### config.mk
export PLATFORM = sky130hd
export DESIGN_NAME = alu_op_controller
export DESIGN_NICKNAME = d
export VERILOG_FILES = /design/src/rtl/alu_op_controller.sv
export SDC_FILE = /design/constraint.sdc
export NUM_CORES = 1
export LEC_CHECK = 0
export ABC_CLOCK_PERIOD_IN_PS = 2300
export BUFFER_PORTS_ARGS = -buffer_cell sky130_fd_sc_hd__buf_4
export CORE_MARGIN = 1
export CORE_UTILIZATION = 47
export CTS_CLUSTER_SIZE = 28
export DETAILED_ROUTE_END_ITERATION = 8
export GPL_ROUTABILITY_DRIVEN = 0
export GPL_TIMING_DRIVEN = 1
export PLACE_DENSITY_LB_ADDON = 0.2
export SYNTH_ARGS = -nofsm -noshare
export SYNTH_HDL_FRONTEND = slang
export SYNTH_SLANG_ARGS = --single-unit
### constraint.sdc
create_clock -name CLK -period 2.3 [get_ports CLK]
set_input_delay 0.46 -clock CLK [delete_from_list [all_inputs] [get_ports CLK]]
set_output_delay 0.46 -clock CLK [all_outputs]
set_load 0.02 [all_outputs]
### src/rtl/alu_op_controller.sv
// Multi-cycle control FSM sequencing the 8-bit ALU and 8x8 register file.
// Optional retire counter enabled by defining ALU_CTRL_RETIRE_COUNT_EN.
module alu_op_controller #(
  parameter int unsigned ALU_LATENCY = 2,
  parameter int unsigned OPCODE_W    = 8
) (
  input  logic        CLK,
  input  logic        RESET,
  input  logic [31:0] INSTRUCTION,
  input  logic        INSTR_VALID,
  output logic        INSTR_READY,
  output logic [2:0]  READREG1,
  output logic [2:0]  READREG2,
  output logic [2:0]  WRITEREG,
  output logic [7:0]  IMMEDIATE,
  output logic [2:0]  ALU_SELECT,
  output logic        IMM_SEL,
  output logic        NEG_SEL,
  output logic        WRITEENABLE,
  output logic        ILLEGAL,
`ifdef ALU_CTRL_RETIRE_COUNT_EN
  output logic [15:0] RETIRED,
`endif
  output logic        BUSY
);

  typedef enum logic [1:0] {
    S_IDLE,
    S_DECODE,
    S_EXECUTE,
    S_WRITEBACK
  } state_t;

  localparam logic [OPCODE_W-1:0] OP_LOADI = OPCODE_W'(0);
  localparam logic [OPCODE_W-1:0] OP_MOV   = OPCODE_W'(1);
  localparam logic [OPCODE_W-1:0] OP_ADD   = OPCODE_W'(2);
  localparam logic [OPCODE_W-1:0] OP_SUB   = OPCODE_W'(3);
  localparam logic [OPCODE_W-1:0] OP_AND   = OPCODE_W'(4);
  localparam logic [OPCODE_W-1:0] OP_OR    = OPCODE_W'(5);

  localparam logic [2:0] SEL_FWD = 3'b000;
  localparam logic [2:0] SEL_ADD = 3'b001;
  localparam logic [2:0] SEL_AND = 3'b010;
  localparam logic [2:0] SEL_OR  = 3'b011;

  localparam logic [3:0] WAIT_LOAD = 4'(ALU_LATENCY - 1);

  state_t               state;
  state_t               state_next;
  logic [3:0]           wait_cnt;
  logic [OPCODE_W-1:0]  opcode_q;
  logic [OPCODE_W-1:0]  opcode_in;
  logic                 accept;
  logic                 legal_q;

  logic [2:0]           dec_alu_sel;
  logic                 dec_imm_sel;
  logic                 dec_neg_sel;
  logic                 dec_legal;

  // Register-index fields only use their low three bits.
  logic                 unused_fields;
  assign unused_fields = ^{INSTRUCTION[23:19], INSTRUCTION[15:11]};

  assign opcode_in = INSTRUCTION[31 -: OPCODE_W];
  assign accept    = (state == S_IDLE) && INSTR_VALID;

  // Decode happens on the incoming word so the datapath controls are
  // already registered and valid during the DECODE cycle.
  always_comb begin
    dec_alu_sel = SEL_FWD;
    dec_imm_sel = 1'b0;
    dec_neg_sel = 1'b0;
    dec_legal   = 1'b1;
    case (opcode_in)
      OP_LOADI: dec_imm_sel = 1'b1;
      OP_MOV:   dec_alu_sel = SEL_FWD;
      OP_ADD:   dec_alu_sel = SEL_ADD;
      OP_SUB: begin
        dec_alu_sel = SEL_ADD;
        dec_neg_sel = 1'b1;
      end
      OP_AND:   dec_alu_sel = SEL_AND;
      OP_OR:    dec_alu_sel = SEL_OR;
      default:  dec_legal   = 1'b0;
    endcase
  end

  always_ff @(posedge CLK) begin
    if (RESET) begin
      state    <= S_IDLE;
      wait_cnt <= '0;
    end else begin
      state <= state_next;
      case (state)
        S_DECODE:  wait_cnt <= WAIT_LOAD;
        S_EXECUTE: if (wait_cnt != '0) wait_cnt <= wait_cnt - 4'd1;
        default:   wait_cnt <= wait_cnt;
      endcase
    end
  end

  // Datapath controls load only on acceptance, so they hold through IDLE.
  always_ff @(posedge CLK) begin
    if (RESET) begin
      opcode_q   <= '0;
      legal_q    <= 1'b0;
      READREG1   <= '0;
      READREG2   <= '0;
      WRITEREG   <= '0;
      IMMEDIATE  <= '0;
      ALU_SELECT <= '0;
      IMM_SEL    <= 1'b0;
      NEG_SEL    <= 1'b0;
    end else if (accept) begin
      opcode_q   <= opcode_in;
      legal_q    <= dec_legal;
      READREG1   <= INSTRUCTION[10:8];
      READREG2   <= INSTRUCTION[2:0];
      WRITEREG   <= INSTRUCTION[18:16];
      IMMEDIATE  <= INSTRUCTION[7:0];
      ALU_SELECT <= dec_alu_sel;
      IMM_SEL    <= dec_imm_sel;
      NEG_SEL    <= dec_neg_sel;
    end
  end

  always_comb begin
    state_next = state;
    case (state)
      S_IDLE:      if (INSTR_VALID) state_next = S_DECODE;
      S_DECODE:    state_next = legal_q ? S_EXECUTE : S_IDLE;
      S_EXECUTE:   if (wait_cnt == '0) state_next = S_WRITEBACK;
      S_WRITEBACK: state_next = S_IDLE;
      default:     state_next = S_IDLE;
    endcase
  end

  always_comb begin
    INSTR_READY = 1'b0;
    BUSY        = 1'b1;
    WRITEENABLE = 1'b0;
    ILLEGAL     = 1'b0;
    case (state)
      S_IDLE: begin
        INSTR_READY = 1'b1;
        BUSY        = 1'b0;
      end
      S_DECODE:    ILLEGAL     = ~legal_q;
      S_WRITEBACK: WRITEENABLE = 1'b1;
      default: ;
    endcase
  end

`ifdef ALU_CTRL_RETIRE_COUNT_EN
  always_ff @(posedge CLK) begin
    if (RESET)
      RETIRED <= '0;
    else if (state == S_WRITEBACK)
      RETIRED <= RETIRED + 16'd1;
  end
`endif

  // opcode_q kept for debug visibility of the instruction in flight.
  logic unused_opcode;
  assign unused_opcode = ^opcode_q;

endmodule

Yosys cells after proc, flatten, opt, wreduce, memory -nomap -nowiden:

Index checks and enable logic that the tools add are counted.

* input bits: 35
* logic and storage cells: 47
* output and inout port bits: 26
* register bits after elaboration: 29

* bitwise gates (word level): 1
* muxes and demuxes: 14
* equal/unequal tests: 11
* reduce and logical (&&, ||, !) cells: 10
* add/sub/neg operators: 1

Operators with widths (number)
* $eq 8x2->1 const B: 2
* $eq 8x3->1 const B: 2
* $eq 8x1->1 const B: 1
* $logic_not 8->1: 1
* $pmux 2 s4: 1
* $pmux 4 s2: 1
* $mux 1: 7
* $mux 2: 3
* $ne 2x2->1 const B: 3
* $pmux 2 s3: 1
* $reduce_or 6->1: 1
* $eq 2x2->1 const B: 2
* $logic_not 4->1: 1
* $mux 4: 1
* $reduce_and 2->1: 2
* $reduce_bool 4->1: 1
* $sub 4x1->4 const B: 1
* $eq 2x1->1 const B: 1
* $logic_not 2->1: 1
* $reduce_bool 2->1: 1
* $reduce_or 2->1: 1
* $logic_and 1x1->1: 1
* $not 1->1: 1

Depth between registers and ports, before layout:

* depth after elaboration: 3
* gate-level depth with buffers: 6
* depth with buffers taken out: 5

Least setup slack after synthesis:

No wires, ideal clock.

* path kind: reg2out
* from: register (tool-made name)
* to: output port BUSY
* data arrival time: 1.054 ns
* stages on the path, launching flop included: 4
* setup slack: 0.786 ns
* data required time: 1.840 ns
* buffers on the path: 1
* cell sequence: dfxtp_1 buf_2 nor2_1 inv_1

RTL lines
* to (decl): line 24 `output logic BUSY`

Final worst setup path:

* from: register state[0]
* to: output port ILLEGAL

* longest elaborated chain between the ends: 2

RTL lines
* from (decl): line 48 `state_t state;`
* from (signal assigned): line 94 `state <= state_next;`
* $eq 2x1->1: line 144 `case (state)`
* $mux 1: line 144
* to (decl): line 20 `output logic ILLEGAL,`

Every way passes these cells.

==> impl_metrics.csv <==
group,metric,value,unit
layout,drive_gt1_frac,0.3333,
layout,final_cell_mix,"50 x buf_4, 35 x nand2_1, 25 x dfxtp_1",
clock_tree,ctsHoldBuffers,0,
layout,final_net_count,217,
yosys,synth-seq-cells,25,
yosys,postSynthAreaPerCell,8.233,um2
route,drtPass1Iterations,4,
power_and_ir_drop,p_per_area,546.9,nW/um2
worst_setup_path,path_max_fanout,10,
worst_hold_path,hp-class,"in -> reg",
sta,period_share,0.7873,
sta,slew_headroom,0.5915,
floorplan,core,2255,um2
placement,io_buffers,49,
worst_setup_path,crit_slowest_cell,"dfxtp_1",
global_route,grt_use_total,0.2056,
clock_tree,h-tree-depth,1,
clock_tree,cts_sinks,25,
power_and_ir_drop,irDropWorstVdd,0.4434,mV
clock_tree,cts_resized,0,
route,via_count,1056,
layout,layout_commonest_cell,"buf_4",
yosys,synth_top_area_cell,"dfxtp_1",
sta,hold_viol_final,0,
floorplan,num_rows,17,
global_route,grt_pass1_vias,933,
layout,syn_to_final_growth,31.61,%
worst_setup_path,cp.buffers_inverters,2,
sta,worst_slew_pin_slew,0.6128,ns
yosys,seq_area_frac_synth,0.4405,
placement,dp.final_hpwl,1754,um
sta,setup_violations,0,
floorplan,die_x,51.17,um
clock_tree,cts.root.buffer_cell,"clkbuf_4",
power_and_ir_drop,p_leak,0.6593,nW
yosys,yosys.area.top_type_share,0.4405,
clock_tree,clk_latency,0.31,ns
worst_setup_path,cp-start-kind,"flop",
clock_tree,cts_setup_buffers,0,
yosys,syn_area,1136,um2
route,antenna_left,0,
route,drt_first_iter_violations,16,
worst_setup_path,worst_ep_arrival_time,1.35,ns
worst_setup_path,path_cells,"inv_1, nor3_1, buf_4",
outcome,outcome,"finished clean",
worst_setup_path,r2r_slack,0.71,ns
sta,rsz0062_at_grt,"no",
worst_setup_path,cp_top_family,"flip-flops",
yosys,netlist_instances,138,
flow_run,maxCapViolCount,0,
route,wirelength,2395,um
route,route.detailed.drc,0,
global_route,gr-total-overflow,0,
floorplan,die_h,51.17,um
global_route,grt_max_degree,27,
worst_setup_path,critical-path-max-stage-delay,0.57,ns
sta,final_max_slew_viol_count,0,
power_and_ir_drop,power,0.8177,mW
yosys,yosysWarnings,0,
worst_setup_path,cp.required,1.84,ns
clock_tree,cts_tree,"done",
sta,tns,0,ns
sta,max_freq,552.3,MHz
floorplan,initial_core_util,0.5039,
route,wl_per_cell,11.51,um
global_route,grt_first_pass_wirelength,4002,um
route,viasPerCell,5.077,
floorplan,pin_count,61,
yosys,syn_nets,174,
clock_tree,cts-buffers-inserted,3,
yosys,yosysUniqueCellTypes,33,
yosys,synth_area_leaders,"dfxtp_1 44%, nand2_1 12%, a21oi_1 9.3%, buf_4 3.3%, nor2b_1 3.3%",
clock_tree,clk_path_buf_depth,2,
clock_tree,cts.clk_slew.worst_paths,0.14,ns
sta,fin_skew,0.002103,ns
worst_setup_path,end_kind,"primary output",
layout,n_antenna_cell,0,
floorplan,fp.dieArea,2618,um2
worst_setup_path,critPathKind,"reg -> out",
sta,fin_crit,1.811,ns
global_route,antenna_found_initial,0,
[per-stage QoR]
step,cell area [um2],std cells,util,hold WS (ns),setup slack (ns)
finish,1495,208,0.6632,0.3762,0.4893
global route,1495,208,0.6632,0.3561,0.3924
CTS,1495,208,0.6632,0.3611,0.4754
global placement,1465,204,0.6498,0.4430,0.7521
floorplan,1136,138,-,0.4460,0.7863
detailed placement,1465,204,0.6498,0.4492,0.7172
[final cells by class]
| type | count | area [um2] |
|---|---|---|
| clock buffer | 3 | 22.52 |
| clock inverter | 1 | 7.507 |
| fill | 221 | 759.5 |
| inverter | 6 | 22.52 |
| multi-input combinational | 95 | 531.8 |
| sequential | 25 | 500.5 |
| tap | 28 | 35.03 |
| timing repair buffer | 50 | 375.4 |
[cell usage after synthesis, drive strengths merged]
| library cell | n |
|---|---|
| a21oi | 22 |
| nor2 | 4 |
| dfxtp | 25 |
| nand2 | 35 |
| o211ai | 1 |
| and3b | 2 |
| o21ai | 1 |
| a211o | 2 |
| a31oi | 1 |
| nor2b | 6 |
| a2111oi | 1 |
| buf | 10 |
| and2 | 1 |
| nand3b | 1 |
| or3b | 2 |
| a311oi | 1 |
| nand4 | 4 |
| o31ai | 1 |
| o2111ai | 1 |
| a211oi | 1 |
| and4b | 1 |
| nor3b | 1 |
| clkbuf | 2 |
| inv | 6 |
| ha | 1 |
| nor3 | 3 |
| nor4 | 1 |
| conb | 1 |
[worst reg2reg max path: cells and delay by family (launching register included)]
kind / cells / cell delay (ns)
AO/OA/AOI/OAI: 1 / 0.15
AND/OR/NAND/NOR: 2 / 0.73
flip-flops: 1 / 0.66
[path summary, 6_finish.rpt]
path                                                start                        end  cells after the start
worst max-delay path                state[0]$_SDFFE_PP0P_                    ILLEGAL                      3
worst min-delay path                       INSTRUCTION[8]   READREG1[0]$_SDFFE_PP0P_                      3
worst max register to register                       flop  IMMEDIATE[6]$_SDFFE_PP0P_                      3
worst min register to register  IMMEDIATE[3]$_SDFFE_PP0P_  IMMEDIATE[3]$_SDFFE_PP0P_                      2
[power by group]
part / leakage (nW) / switching [mW] / internal [mW] / total (mW)
Combinational: 0.441 / 0.0840 / 0.0743 / 0.158
Sequential: 0.204 / 0.0123 / 0.450 / 0.463
Clock: 0.0139 / 0.130 / 0.0663 / 0.197
Total: 0.659 / 0.227 / 0.591 / 0.818
[state kept, by name (all words and copies together), names as in the netlist, 2 cells and up, named ones only]
register    flops
WRITEREG        3
READREG1        3
READREG2        2
IMMEDIATE       6
wait_cnt        4
ALU_SELECT      2
[metal layers]
metal  part of all wire  track usage  vias to the layer above
met5                  0            0                        -
met4             0.0058      0.09722                        0
met3              0.049      0.03571                        2
met2               0.50       0.3487                       29
met1               0.44       0.2495                      472
li1                   -            -                      553
[logic make-up (layout without fill, tap and decap cells)]
family                     after synthesis  count (layout)  share of synthesized area
AOI/OAI and AO/OA                       32              32                     0.1740
other                                    1               1                   0.003301
and+or+nand+nor                         61              61                     0.2797
adders and majority gates                1               1                    0.01101
DFF                                     25              25                     0.4405
buffers and inverters                   18              60                    0.09141
No activity file was read; power rests on OpenSTA's default activity.
